[src/rtl/fb_pkg.sv]
// Shared framebuffer geometry, state encoding and the XY-to-linear address mapping
// used by both the pixel writer and the scan-out side of the background RAM.
package fb_pkg;

    localparam int H_RES     = 160;
    localparam int V_RES     = 120;
    localparam int FB_PIXELS = H_RES * V_RES;
    localparam int ADDR_W    = 15;

    typedef enum logic {
        IDLE = 1'b0,
        FILL = 1'b1
    } fb_state_e;

    // y*160 as (y<<7)+(y<<5) keeps the mapping multiplier-free.
    function automatic logic [ADDR_W-1:0] xy_to_addr(input logic [7:0] x, input logic [7:0] y);
        logic [ADDR_W-1:0] y_ext;
        logic [ADDR_W-1:0] x_ext;
        y_ext = {{(ADDR_W-8){1'b0}}, y};
        x_ext = {{(ADDR_W-8){1'b0}}, x};
        return (y_ext << 7) + (y_ext << 5) + x_ext;
    endfunction

endpackage

[src/rtl/fb_addr_calc.sv]
// Combinational coordinate-to-address conversion with range check; shared with
// read-side blocks that need the same linear layout.
module fb_addr_calc
    import fb_pkg::*;
(
    input  logic [7:0]        x_i,
    input  logic [7:0]        y_i,
    output logic [ADDR_W-1:0] addr_o,
    output logic              in_range_o
);

    assign addr_o     = xy_to_addr(x_i, y_i);
    assign in_range_o = (x_i < 8'(H_RES)) && (y_i < 8'(V_RES));

endmodule

[src/rtl/fb_pixel_writer.sv]
// Single writer of the 160x120 1-bit background RAM: per-pixel plots with a
// one-cycle latency, plus a full-frame fill sweep.
module fb_pixel_writer
    import fb_pkg::*;
(
    input  logic              clk,
    input  logic              resetn,
    input  logic [7:0]        x_in,
    input  logic [7:0]        y_in,
    input  logic [11:0]       color_in,
    input  logic              plot_valid,
    output logic              plot_ready,
    input  logic              fill_start,
    input  logic              fill_value,
    output logic              busy,
    output logic              fill_done,
    output logic              drop,
    output logic [ADDR_W-1:0] ram_address,
    output logic              ram_data,
    output logic              ram_wren
);

    localparam logic [ADDR_W-1:0] LAST_ADDR = ADDR_W'(FB_PIXELS - 1);

    fb_state_e         state_q;
    logic              fill_val_q;
    logic              plot_ready_q;
    logic              busy_q;
    logic              fill_done_q;
    logic              drop_q;
    logic [ADDR_W-1:0] ram_address_q;
    logic              ram_data_q;
    logic              ram_wren_q;

    logic [ADDR_W-1:0] plot_addr;
    logic              plot_in_range;

    fb_addr_calc u_addr_calc (
        .x_i        (x_in),
        .y_i        (y_in),
        .addr_o     (plot_addr),
        .in_range_o (plot_in_range)
    );

    always_ff @(posedge clk or negedge resetn) begin
        if (!resetn) begin
            state_q       <= IDLE;
            fill_val_q    <= 1'b0;
            plot_ready_q  <= 1'b0;
            busy_q        <= 1'b0;
            fill_done_q   <= 1'b0;
            drop_q        <= 1'b0;
            ram_address_q <= '0;
            ram_data_q    <= 1'b0;
            ram_wren_q    <= 1'b0;
        end else begin
            fill_done_q <= 1'b0;
            drop_q      <= 1'b0;
            case (state_q)
                IDLE: begin
                    ram_wren_q <= 1'b0;
                    if (fill_start) begin
                        // The first fill write goes out on the same edge that enters FILL.
                        state_q       <= FILL;
                        fill_val_q    <= fill_value;
                        busy_q        <= 1'b1;
                        plot_ready_q  <= 1'b0;
                        ram_wren_q    <= 1'b1;
                        ram_address_q <= '0;
                        ram_data_q    <= fill_value;
                    end else begin
                        plot_ready_q <= 1'b1;
                        if (plot_valid && plot_ready_q) begin
                            if (plot_in_range) begin
                                ram_wren_q    <= 1'b1;
                                ram_address_q <= plot_addr;
                                ram_data_q    <= |color_in;
                            end else begin
                                drop_q <= 1'b1;
                            end
                        end
                    end
                end
                FILL: begin
                    if (ram_address_q == LAST_ADDR) begin
                        state_q      <= IDLE;
                        busy_q       <= 1'b0;
                        plot_ready_q <= 1'b1;
                        fill_done_q  <= 1'b1;
                        ram_wren_q   <= 1'b0;
                    end else begin
                        ram_wren_q    <= 1'b1;
                        ram_address_q <= ram_address_q + ADDR_W'(1);
                        ram_data_q    <= fill_val_q;
                    end
                end
                default: state_q <= IDLE;
            endcase
        end
    end

    assign plot_ready  = plot_ready_q;
    assign busy        = busy_q;
    assign fill_done   = fill_done_q;
    assign drop        = drop_q;
    assign ram_address = ram_address_q;
    assign ram_data    = ram_data_q;
    assign ram_wren    = ram_wren_q;

endmodule

[config.mk]
export PLATFORM = sky130hd
export DESIGN_NAME = fb_pixel_writer
export DESIGN_NICKNAME = d
export VERILOG_FILES = /design/src/rtl/fb_pkg.sv /design/src/rtl/fb_addr_calc.sv /design/src/rtl/fb_pixel_writer.sv
export SDC_FILE = /design/constraint.sdc
export NUM_CORES = 1
export LEC_CHECK = 0
export ABC_CLOCK_PERIOD_IN_PS = 2300
export BUFFER_PORTS_ARGS = -buffer_cell sky130_fd_sc_hd__buf_2
export CORE_MARGIN = 2
export CORE_UTILIZATION = 30
export CTS_BUF_LIST = sky130_fd_sc_hd__clkbuf_16
export CTS_CLUSTER_SIZE = 14
export DETAILED_ROUTE_END_ITERATION = 10
export RECOVER_POWER = 100
export SLEW_MARGIN = 20
export SYNTH_ARGS = -nofsm -noshare
export SYNTH_HDL_FRONTEND = slang
export SYNTH_SLANG_ARGS = --single-unit
export TNS_END_PERCENT = 10
[constraint.sdc]
create_clock -name clk -period 2.3 [get_ports clk]
set_input_delay 0 -clock clk [delete_from_list [all_inputs] [get_ports clk]]
set_output_delay 0 -clock clk [all_outputs]
set_load 0.02 [all_outputs]
-- After elaboration in Yosys (flattened, before gate mapping)
Cells that the tools add are included.
W data, S select, Z words.
- latch bits: 0
- input bits: 33
- memories kept: 0
- memory bits (writable): 0
- memory bits (read-only): 0
- register bits after elaboration: 23
- logic and storage cells: 56
- output and inout port bits: 21
- multiplexer cells: 29
- bitwise gates (word level): 1
- shift operators: 0
- $mul: 0
- equality and inequality tests: 6
- order comparisons: 2
- div/mod/pow operators: 0
- $add $sub $neg: 3
- reductions and logical operators: 6
- operator list (kind ; count):
    $mux W15 ; 4
    $pmux W15 S2 ; 1
    $mux W1 ; 19
    $add A15 B1 Y15 const B ; 1
    $add A15 B13 Y15 ; 1
    $add A15 B8 Y15 ; 1
    $eq A15 B15 Y1 const B ; 1
    $reduce_or A12 Y1 ; 1
    $pmux W1 S2 ; 5
    $lt A8 B7 Y1 const B ; 1
    $lt A8 B8 Y1 const B ; 1
    $ne A3 B3 Y1 const B ; 2
    $ne A2 B2 Y1 const B ; 2
    $reduce_and A2 Y1 ; 2
    $reduce_and A3 Y1 ; 1
    $logic_and A1 B1 Y1 ; 2
    $ne A2 B1 Y1 const B ; 1
    $not A1 Y1 ; 1

-- Depth between registers and ports, before layout
Gate-level depths: netlist (run 1).
- depth after elaboration: 6
- mapped depth: 9
- gate-level depth less buffers: 9

-- Modules after synthesis
Synthesis (run 1) repeated with hierarchy kept, for this count alone.
- cell total of the unflattened synthesis: 207
- area, all modules: 1850.5 um^2
- modules (own cells, without submodules) (module ; seq. area each (um^2) ; area each (um^2) ; instances ; cells an instance):
    fb_pixel_writer ; 575.6 ; 1287.5 ; 1 ; 138
    fb_addr_calc ; 0.0 ; 563.0 ; 1 ; 69

-- Worst setup path after synthesis (run 1)
Ideal clock, no wire load.
- path type: input to register
- start point: input x_in[7]
- end point: register ram_address_q[13] (netlist: ram_address[13])
- buffers on the path: 0
- data arrival time: 1852 ps
- stages: 9
- slack: 322 ps
- required time: 2174 ps
- library setup time: 126 ps
- cells stage by stage: inv_1 fa_1 inv_1 ha_1 a211oi_1 nor3_1 a221oi_1 xor2_1 o22ai_1
- word-level cells in the longest chain between the ends: 5
- elaborated cells between the ends (all ways): 9
- classes of those cells: 1 x add/sub; 1 x order compare; 1 x eq/ne; 4 x mux; 2 x reduce/logical
- ends and longest elaborated chain (item ; RTL line ; source):
    start, declared ; fb_pixel_writer.sv:8 ; input logic [7:0] x_in,
    $add A15 B8 Y15 ; fb_pkg.sv:21 ; return (y_ext << 7) + (y_ext << 5) + x_ext;
    $mux W15 ; fb_pixel_writer.sv:74 ; if (plot_in_range) begin
    $mux W15 ; fb_pixel_writer.sv:73 ; if (plot_valid && plot_ready_q) begin
    $mux W15 ; fb_pixel_writer.sv:62 ; if (fill_start) begin
    $pmux W15 S2 ; fb_pixel_writer.sv:59 ; case (state_q)
    end signal, assigned ; fb_pixel_writer.sv:76 ; ram_address_q <= plot_addr;
    end signal, assigned ; fb_pixel_writer.sv:93 ; ram_address_q <= ram_address_q + ADDR_W'(1);
    end, declared ; fb_pixel_writer.sv:31 ; logic [ADDR_W-1:0] ram_address_q;
Several ways; a longest one is shown, not always the timed one. The select of a mux whose other input is x is not followed.
A chain may end at the register's enable or synchronous reset.

-- Worst setup path after layout (run 1)
Same ends and word-level chain as after synthesis.

==> metrics.txt, run 1 <==
H-tree depth 1; final WL 4960 um; Avg WL per Cell 14.4 um; worst slew pin tran 1.28 ns; total gr overflow 0; final weighted congestion in routability-driven placement 0.830; Crit. End Element flip-flop; status completed; RSZ-0062 raised after global routing no; CTS tree done; Starting Density 30.9%; DIE AREA 6750 um^2; Period minus WS final 2.01 ns; Yosys top cell by area dfrtp_1; internal reg-to-reg setup slack 0.33 ns; Max clock buf depth 2; slowest stage delay, CP 0.59 ns; Power Dens Cells 761 nW/um^2; setup TNS 0 ns; Crit path required time 2.44 ns; unique cell type count in the Yosys netlist 52; Critical-path top delay cell fa_1; max-cap viol count 0; share of layout cells above drive strength 1 16.3%; top cell type's share of synthesized area 31.4%; Hold/Removal Path Class input pin to flip-flop; sequential-to-total area share from yosys stat 31.4%; die height 82.1 um; CTS Buf Count 3; syn_area_per_cell 8.64 um^2; # port buffers 53; Post-synth EDFFs 0; Core ar. 5920 um^2; Worst Setup Start Kind input pin; clk_lat worst skew 0.26 ns; vias 1,789; CP most frequent cell inv_1; post-route design area 2250 um^2; Hold Crit Depth 3; first-pass GRT wire length 8240 um; CP cell instances buf_2 -> inv_1 -> fa_1 -> inv_1 -> ha_1 -> a211oi_1 -> nor3_1 -> a221oi_1 -> xor2_1 -> o22ai_1; post-place instance area 2200 um^2; initial antenna violation count 0; Crit Reg-Reg Startpoint ram_address[0]; ant diodes 0; drt first pass iters 6; hold_sp plot_valid; Residual DRC 0; Sink Count 23; area delta synth->final 23.0%; Worst-path clk slew 0.06 ns; Clock Root Buffer clkbuf_16; critical path class input pin to flip-flop; row count 28; post-detailed-route count of antenna-violating nets 0; Synth warnings 0; largest net degree at the start of global routing 24; CP delay by family, top adder cells; Global Route Usage Sum 15.9%; Hold WS 0.0133 ns; Iteration-0 DRC Markers 110; post-DP HPWL 3900 um; Cells after Synth 212; R2R Path End ram_address[3]; Synth area leaders dfrtp_1 31%, ha_1 11%, a21oi_1 4.1%, nand2_1 3.9%, o21ai_0 3.8%; Die Span X 82.1 um; Crit path arrival time 2.14 ns; Hold Vio Cnt, Final 0; Slew Viols, Final 0; Mapped Nets 263; hold path endpoint drop; vias in the first global route 1,689; Via density 5.19; Pleak 1.08 nW; Worst slew margin 14.9%; Max VDD drop 0.395 mV; Finish-stage setup viols 0; Synth Register Bits 23; nets@finish 322; dominant synthesized flop cell dfrtp_1; fmax 499 MHz; Crit Path Max Fanout 4; WP buf/inv 3; FF-to-FF path depth 7; IO Count 54; clock skew 0.00505 ns; postcts setup bufs 0; Post-Syn Area 1830 um^2; Async SR Flop Fraction 100%; fin crit share 87.2%
==> repair_timing <==
action,in CTS,in global routing
setup endpoints to repair,0,0
gates resized for setup,0,0
hold buffers,1,0
hold endpoints to repair,23,0
==> area by class of cell <==
class / count / area [um^2]
flip-flops and latches: 23 / 576
clock inverters: 1 / 5.00
inverters: 15 / 56.3
fillers: 631 / 3670
repair buffers: 61 / 288
multi-input cells: 167 / 1160
well taps: 75 / 93.8
clock buffers: 3 / 75.1
==> per-layer routing <==
layer	vias to the layer above	global-route usage, %	part of all wire, %
met4	0	5.00	1.9
met1	842	22.1	48
met2	40	26.3	46
met3	9	1.20	3.5
li1	898	-	-
met5	-	0	0
==> cell usage after synthesis, types with 2 or more instances <==
library cell / n
dfrtp_1: 23
nand2_1: 19
nor2_1: 18
ha_1: 16
a21oi_1: 15
inv_1: 14
o21ai_0: 14
nor3_1: 8
nor4_1: 6
a22o_1: 4
nand3_1: 4
nand4_1: 4
xor2_1: 4
a22oi_1: 3
a31oi_1: 3
and3_1: 3
clkbuf_1: 3
nand2b_1: 3
nor2b_1: 3
o211a_1: 3
or3_1: 3
a21o_1: 2
and2_1: 2
buf_2: 2
fa_1: 2
mux2i_1: 2
o21a_1: 2
o22ai_1: 2
o31ai_1: 2
==> cell usage in the layout, fill, tap and decap left out, types with 3 or more instances in the layout <==
master and instances:
or3_1 3, inv_1 15, buf_2 31, a22oi_1 3
o211a_1 3, xor2_1 4, buf_4 3, a22o_1 4
dfrtp_1 23, nand4_1 4, o21ai_0 15, nor2b_1 3
clkbuf_1 24, clkbuf_16 3, and3_1 3, nand2b_1 3
ha_1 16, nor2_1 18, nor4_1 6, a31oi_1 3
nand3_1 4, a21oi_1 15, nand2_1 19, nor3_1 8
==> cells by family (layout without fill, tap and decap cells) <==
kind of cell | Yosys count | in the layout | synth area share [%]
flops | 23 | 23 | 31.4
fa+ha+maj | 18 | 18 | 13.1
xor+xnor | 4 | 4 | 1.91
buf+inv | 22 | 80 | 5.26
simple gates | 81 | 81 | 24.2
compound gates | 62 | 62 | 23.0
mux | 2 | 2 | 1.09
==> worst min-delay path: cells and delay by family <==
family,cells,cell delay (ns)
simple gates,2,0.12
buf+inv,1,0.11
==> power breakdown <==
part / switching, mW / total [mW] / internal, mW
Sequential: 0.159 / 0.667 / 0.508
Combinational: 0.414 / 0.662 / 0.248
Clock: 0.152 / 0.387 / 0.234
==> worst max-delay path by stage <==
stage / start / endpoint / slack, ns / cells past startpoint
final: x_in[7] / ram_address[13] / 0.29 / 10
after global routing: ram_address[0] / ram_address[9] / 0.08 / 7
after CTS: x_in[7] / ram_address[13] / 0.29 / 10
after detailed placement: x_in[7] / ram_address[13] / 0.03 / 10
after global placement: x_in[7] / ram_address[13] / 0.12 / 10
after floorplan: x_in[7] / ram_address[13] / 0.32 / 9
==> metrics by stage <==
step | utilization, % | power, mW | instances | setup WS (ns)
after detailed placement | 37.2 | 1.36 | 340 | 0.0300
after floorplan | - | 1.10 | 212 | 0.322
after global routing | 38.1 | 1.83 | 345 | 0.0817
after CTS | 38.7 | 1.76 | 345 | 0.288
final | 38.1 | 1.71 | 345 | 0.295
after global placement | 37.2 | 1.34 | 340 | 0.123
==> sequential cells by signal (all words and copies together), names as in the netlist <==
| name | count |
|---|---|
| plot_ready | 1 |
| fill_done | 1 |
| ram_data | 1 |
| fill_val_q | 1 |
| drop | 1 |
| ram_wren | 1 |
| busy | 1 |
| state_q | 1 |
| ram_address | 15 |
No activity file was read; power rests on OpenSTA's default activity.
==> inputs of run 2 (changes only) <==
--- a/config.mk
+++ b/config.mk
@@ -12,6 +12,7 @@
 export CTS_BUF_LIST = sky130_fd_sc_hd__clkbuf_16
 export CTS_CLUSTER_SIZE = 14
 export DETAILED_ROUTE_END_ITERATION = 10
+export HOLD_SLACK_MARGIN = 0.05
 export RECOVER_POWER = 100
 export SLEW_MARGIN = 20
 export SYNTH_ARGS = -nofsm -noshare
==> run 2 against run 1 <==
  * First-iteration DRC count down 5.5%
  * Worst hold slack better by 0.027 ns
  * Clock skew shrank 0.0026 ns
  * Power is 0.30% higher
  * Non-clock buffer count rose by 3
  * Fmax is 0.46% higher
  * Highest routed layer unchanged
==> metrics.txt, run 2 (same netlist as run 1, synthesis figures left out) <==
largest net degree at the start of global routing 24 (unchanged); Critical-path top delay cell fa_1 (unchanged); CP cell instances buf_2 -> inv_1 -> fa_1 -> inv_1 -> ha_1 -> a211oi_1 -> nor3_1 -> a221oi_1 -> xor2_1 -> o22ai_1 (unchanged); hold_sp x_in[0] (was plot_valid); internal reg-to-reg setup slack 0.31 ns (was 0.33 ns); setup TNS 0 ns (unchanged); Iteration-0 DRC Markers 104 (was 110); fin cells 348 (was 345); Crit Path Max Fanout 4 (unchanged); die height 82.1 um (unchanged); Hold/Removal Path Class input pin to flip-flop (unchanged); Hold WS 0.0407 ns (was 0.0133 ns); post-DP HPWL 3900 um (unchanged); max reg flops 15 (unchanged); Sw Share 42.3% (about the same); status completed (unchanged); clk_lat worst skew 0.26 ns (about the same); Crit path arrival time 2.14 ns (about the same); Slew Viols, Final 0 (unchanged); CTS tree done (unchanged); Max VDD drop 0.408 mV (was 0.395 mV); slowest stage delay, CP 0.59 ns (about the same); Power Dens Cells 753 nW/um^2 (was 761 nW/um^2); Pleak 1.09 nW (was 1.08 nW); Net Switching 0.727 mW (was 0.725 mW); IO Count 54 (unchanged); most common cell after layout, fill and taps aside buf_2 (unchanged); Core ar. 5920 um^2 (unchanged); nets@finish 325 (was 322); Flop pwr share 38.7% (was 38.9%); P_int 0.993 mW (was 0.990 mW); postcts setup bufs 0 (unchanged); post-detailed-route count of antenna-violating nets 0 (unchanged); most frequent cells in the layout 31 x buf_2, 24 x clkbuf_1, 23 x dfrtp_1 (unchanged); final weighted congestion in routability-driven placement 0.830 (unchanged); share of layout cells above drive strength 1 16.1% (was 16.3%); Crit path required time 2.44 ns (about the same); Sink Count 23 (unchanged); critical path class input pin to flip-flop (unchanged); Resize count post-CTS 0 (unchanged); Global Route Usage Sum 16.1% (was 15.9%); CTS Buf Count 3 (unchanged); Clk pwr share 22.6% (was 22.5%); row count 28 (unchanged); Worst slew margin 14.8% (was 14.9%); Hold Crit Depth 3 (unchanged); Period minus WS final 2.00 ns (was 2.01 ns); area delta synth->final 24.7% (was 23.0%); R2R Path End ram_address[3] (unchanged); H-tree depth 1 (unchanged); Cells after DPL 340 (unchanged); worst slew pin tran 1.28 ns (about the same); fmax 501 MHz (was 499 MHz); # fillers 629 (was 631); Starting Density 30.9% (unchanged); vias 1,807 (was 1,789); CP most frequent cell inv_1 (unchanged); # port buffers 53 (unchanged); Power, Total 1.72 mW (was 1.71 mW); first-pass GRT wire length 8330 um (was 8240 um); Residual DRC 0 (unchanged); DIE AREA 6750 um^2 (unchanged); Max clock buf depth 2 (unchanged); Crit. End Element flip-flop (unchanged); Via density 5.19 (about the same); total gr overflow 0 (unchanged); RSZ-0062 raised after global routing no (unchanged); drt first pass iters 7 (was 6); vias in the first global route 1,720 (was 1,689); clock skew 0.00243 ns (was 0.00505 ns); FF-to-FF path depth 7 (unchanged); fin crit share 86.8% (was 87.2%); Avg WL per Cell 14.5 um (was 14.4 um); Crit Reg-Reg Startpoint ram_address[0] (unchanged); Comb power frac 38.7% (was 38.6%); hold path endpoint ram_address[0] (was drop); Worst Setup Start Kind input pin (unchanged); initial antenna violation count 0 (unchanged); final WL 5050 um (was 4960 um); ant diodes 0 (unchanged); Die Span X 82.1 um (unchanged); Finish-stage setup viols 0 (unchanged); Clock Root Buffer clkbuf_16 (unchanged); max-cap viol count 0 (unchanged); Hold Vio Cnt, Final 0 (unchanged); Worst-path clk slew 0.06 ns (about the same)
-- run 2: cell count changes in the layout (fill, tap and decap cells not counted) --
cell           delta
dlygate4sd3_1     +3
-- run 2: how the worst max path moves through the flow --
stage               slack, ns              end            from  cells after the start
finish                   0.30  ram_address[13]         x_in[7]                     10
global route             0.08   ram_address[9]  ram_address[0]                      7
CTS                      0.29  ram_address[13]         x_in[7]                     10
detailed placement       0.03  ram_address[13]         x_in[7]                     10
global placement         0.12  ram_address[13]         x_in[7]                     10
floorplan                0.32  ram_address[13]         x_in[7]                      9
-- run 2: timing repair --
item	CTS	global route
endpoints found under the hold margin	26	0
hold buffers	4	0
setup endpoints to repair	0	0
-- run 2: final cells by class --
class | count | area, um^2 | share of cell area [%]
Clock buffer | 3 | 75.1 | 3.29
Tap cell | 75 | 93.8 | 4.11
Clock inverter | 1 | 5.00 | 0.219
Timing Repair Buffer | 64 | 318 | 13.9
Sequential cell | 23 | 576 | 25.2
Inverter | 15 | 56.3 | 2.47
Multi-Input combinational cell | 167 | 1160 | 50.8
-- run 2: power groups by stage --
| stage | clock (mW) | sequential (mW) | combinational, mW |
|---|---|---|---|
| 2_1_floorplan | 0 | 0.763 | 0.339 |
| 3_3_place_gp | 0 | 0.666 | 0.679 |
| 3_5_place_dp | 0 | 0.670 | 0.694 |
| 4_1_cts | 0.394 | 0.663 | 0.703 |
| 5_1_grt | 0.406 | 0.685 | 0.743 |
| 6_report | 0.388 | 0.666 | 0.666 |
-- run 2: critical path, delay by kind of cell --
| family | cells | cell delay [ns] |
|---|---|---|
| AND/OR/NAND/NOR | 1 | 0.15 |
| AO/OA/AOI/OAI | 3 | 0.71 |
| XOR/XNOR | 1 | 0.22 |
| buffers and inverters | 3 | 0.19 |
| adder cells (fa/ha/maj) | 2 | 0.87 |
-- run 2: per-stage QoR --
stage / setup WS [ns] / instance area (um^2) / util (%)
final: 0.304 / 2280 / 38.6
after global routing: 0.0817 / 2280 / 38.6
after CTS: 0.288 / 2320 / 39.2
after detailed placement: 0.0300 / 2200 / 37.2
after global placement: 0.123 / 2200 / 37.2
after floorplan: 0.322 / 1830 / -
-- run 2: routing by layer --
| metal | track usage (%) | vias up | share of wire, % |
|---|---|---|---|
| met1 | 22.1 | 833 | 47 |
| met5 | 0 | - | 0 |
| met4 | 5.00 | 0 | 1.8 |
| met2 | 26.9 | 60 | 47 |
| met3 | 1.20 | 9 | 4.6 |
| li1 | - | 905 | - |
==> inputs of run 3 (changes only) <==
--- a/config.mk
+++ b/config.mk
@@ -8,7 +8,7 @@
 export ABC_CLOCK_PERIOD_IN_PS = 2300
 export BUFFER_PORTS_ARGS = -buffer_cell sky130_fd_sc_hd__buf_2
 export CORE_MARGIN = 2
-export CORE_UTILIZATION = 30
+export CORE_UTILIZATION = 35
 export CTS_BUF_LIST = sky130_fd_sc_hd__clkbuf_16
 export CTS_CLUSTER_SIZE = 14
 export DETAILED_ROUTE_END_ITERATION = 10
==> run 3 against run 2 <==
  * Sequential share of layout area is 0.069 points higher
  * Core utilization is 6.3 points higher
  * Count of clock-buffer cells in the layout stayed put
  * Flip-flop and latch count stayed put
  * Cell area is 0.27% lower
  * Power is 0.49% lower
  * Highest routed layer unchanged
  * Largest cell class unchanged
==> metrics.txt, run 3 (same netlist as run 1, synthesis figures left out) <==
status completed (unchanged); fin cells 340 (was 348); internal reg-to-reg setup slack 0.35 ns (was 0.31 ns); CP most frequent cell inv_1 (unchanged); drt first pass iters 4 (was 7); share of layout cells above drive strength 1 15.6% (was 16.1%); Avg WL per Cell 14.0 um (was 14.5 um); worst slew pin tran 1.31 ns (was 1.28 ns); row count 26 (was 28); slowest stage delay, CP 0.58 ns (was 0.59 ns); fmax 498 MHz (was 501 MHz); met1 Use GR 24.5% (was 22.1%); Crit path required time 2.44 ns (about the same); H-tree depth 1 (unchanged); Pleak 1.09 nW (about the same); Slew Viols, Final 0 (unchanged); # fillers 527 (was 629); Hold Crit Depth 3 (unchanged); # port buffers 53 (unchanged); post-DP HPWL 3630 um (was 3900 um); Die Span X 76.3 um (was 82.1 um); Period minus WS final 2.01 ns (was 2.00 ns); nets@finish 322 (was 325); CTS Buf Count 3 (unchanged); RSZ-0062 raised after global routing no (unchanged); setup TNS 0 ns (unchanged); CP cell instances buf_2 -> inv_1 -> fa_1 -> inv_1 -> ha_1 -> a211oi_1 -> nor3_1 -> a221oi_1 -> xor2_1 -> o22ai_1 (unchanged); post-layout util 44.9% (was 38.6%); clk_lat worst skew 0.26 ns (about the same); hold path endpoint ram_address[1] (was ram_address[0]); max-cap viol count 0 (unchanged); largest net degree at the start of global routing 33 (was 24); IO Count 54 (unchanged); Via density 5.35 (was 5.19); area delta synth->final 24.3% (was 24.7%); Hold/Removal Path Class input pin to flip-flop (unchanged); GRT busiest layer met2 (unchanged); WP buf/inv 3 (unchanged); final WL 4770 um (was 5050 um); die height 76.3 um (was 82.1 um); Clock Root Buffer clkbuf_16 (unchanged); Power Dens Cells 752 nW/um^2 (was 753 nW/um^2); Crit path arrival time 2.15 ns (was 2.14 ns); vias 1,818 (was 1,807); Worst Setup Start Kind input pin (unchanged); total gr overflow 0 (unchanged); FF-to-FF path depth 7 (unchanged); Max VDD drop 0.466 mV (was 0.408 mV); post-place instance area 2190 um^2 (was 2200 um^2); post-route design area 2280 um^2 (about the same); post-detailed-route count of antenna-violating nets 0 (unchanged); Crit Reg-Reg Startpoint ram_address[0] (unchanged); ant diodes 0 (unchanged); DIE AREA 5830 um^2 (was 6750 um^2); vias in the first global route 1,702 (was 1,720); fin crit share 87.3% (was 86.8%); met3 usage 2.01% (was 1.20%); Sink Count 23 (unchanged); most common cell after layout, fill and taps aside buf_2 (unchanged); Cells after DPL 332 (was 340); max reg flops 15 (unchanged); Hold Vio Cnt, Final 0 (unchanged); critical path class input pin to flip-flop (unchanged); Power, Total 1.71 mW (was 1.72 mW); most frequent cells in the layout 31 x buf_2, 23 x dfrtp_1, 22 x clkbuf_1 (was 31 x buf_2, 24 x clkbuf_1, 23 x dfrtp_1); final worst setup slack 0.292 ns (was 0.304 ns); register area 576 um^2 (unchanged); Core ar. 5070 um^2 (was 5920 um^2); Iteration-0 DRC Markers 112 (was 104); CP delay by family, top adder cells (unchanged); Critical-path top delay cell fa_1 (unchanged); Crit Path Max Fanout 4 (unchanged); multi-input logic area 1150 um^2 (was 1160 um^2); Max clock buf depth 2 (unchanged); Residual DRC 0 (unchanged); CP startpoint x_in[7] (unchanged); first-pass GRT wire length 8220 um (was 8330 um); R2R Path End ram_address[2] (was ram_address[3]); Finish-stage setup viols 0 (unchanged); clock skew 0.00274 ns (was 0.00243 ns); Global Route Usage Sum 16.8% (was 16.1%); CTS tree done (unchanged); Hold WS 0.0470 ns (was 0.0407 ns); Starting Density 36.1% (was 30.9%); hold_sp x_in[1] (was x_in[0]); pre-CTS WS 0.0217 ns (was 0.0300 ns); initial antenna violation count 0 (unchanged); Worst slew margin 12.9% (was 14.8%); global-route met2 utilization 27.4% (was 26.9%); Resize count post-CTS 0 (unchanged); Worst-path clk slew 0.07 ns (was 0.06 ns); Crit. End Element flip-flop (unchanged); final weighted congestion in routability-driven placement 0.801 (was 0.830)
-- run 3: repair_timing --
action / in CTS / in global routing
buffers inserted: 0 / 0
hold buffers: 4 / 0
endpoints found under the hold margin: 26 / 0
-- run 3: worst max path at each step --
| stage | end | slack (ns) | cells past startpoint |
|---|---|---|---|
| 6_report | ram_address[13] | 0.29 | 10 |
| 5_1_grt | ram_address[13] | 0.13 | 10 |
| 4_1_cts | ram_address[13] | 0.29 | 10 |
| 3_5_place_dp | ram_address[13] | 0.02 | 10 |
| 3_3_place_gp | ram_address[13] | 0.13 | 10 |
| 2_1_floorplan | ram_address[13] | 0.32 | 9 |
-- run 3: power breakdown --
part	total (mW)	switching (mW)	internal, mW	leakage, nW
logic	0.657	0.407	0.250	0.771
registers	0.664	0.157	0.508	0.277
clock network	0.391	0.155	0.236	0.0371
-- run 3: final cells by class --
cell class,count,area share [%]
Timing Repair Buffer,61,14.1
Inverter,15,2.47
Clock inverter,1,0.330
Clock buffer,3,3.30
Tap cell,70,3.85
Multi-Input combinational cell,167,50.7
Sequential cell,23,25.3
-- run 3: layer usage --
layer	vias up	wire [um]	share of wire [%]
li1	900	-	-
met1	861	2310	48
met2	55	2230	47
met3	2	206	4.3
met4	0	19	0.40
met5	-	0	0
-- run 3: worst reg2reg max path, cell delays in order (launching register included) --
cell and delay (ns):
dfrtp_1 0.43, ha_1 0.29, nand4_4 0.18, nor4_4 0.07, a22oi_1 0.29, buf_12 0.23, o21ai_0 0.11, a22o_1 0.24
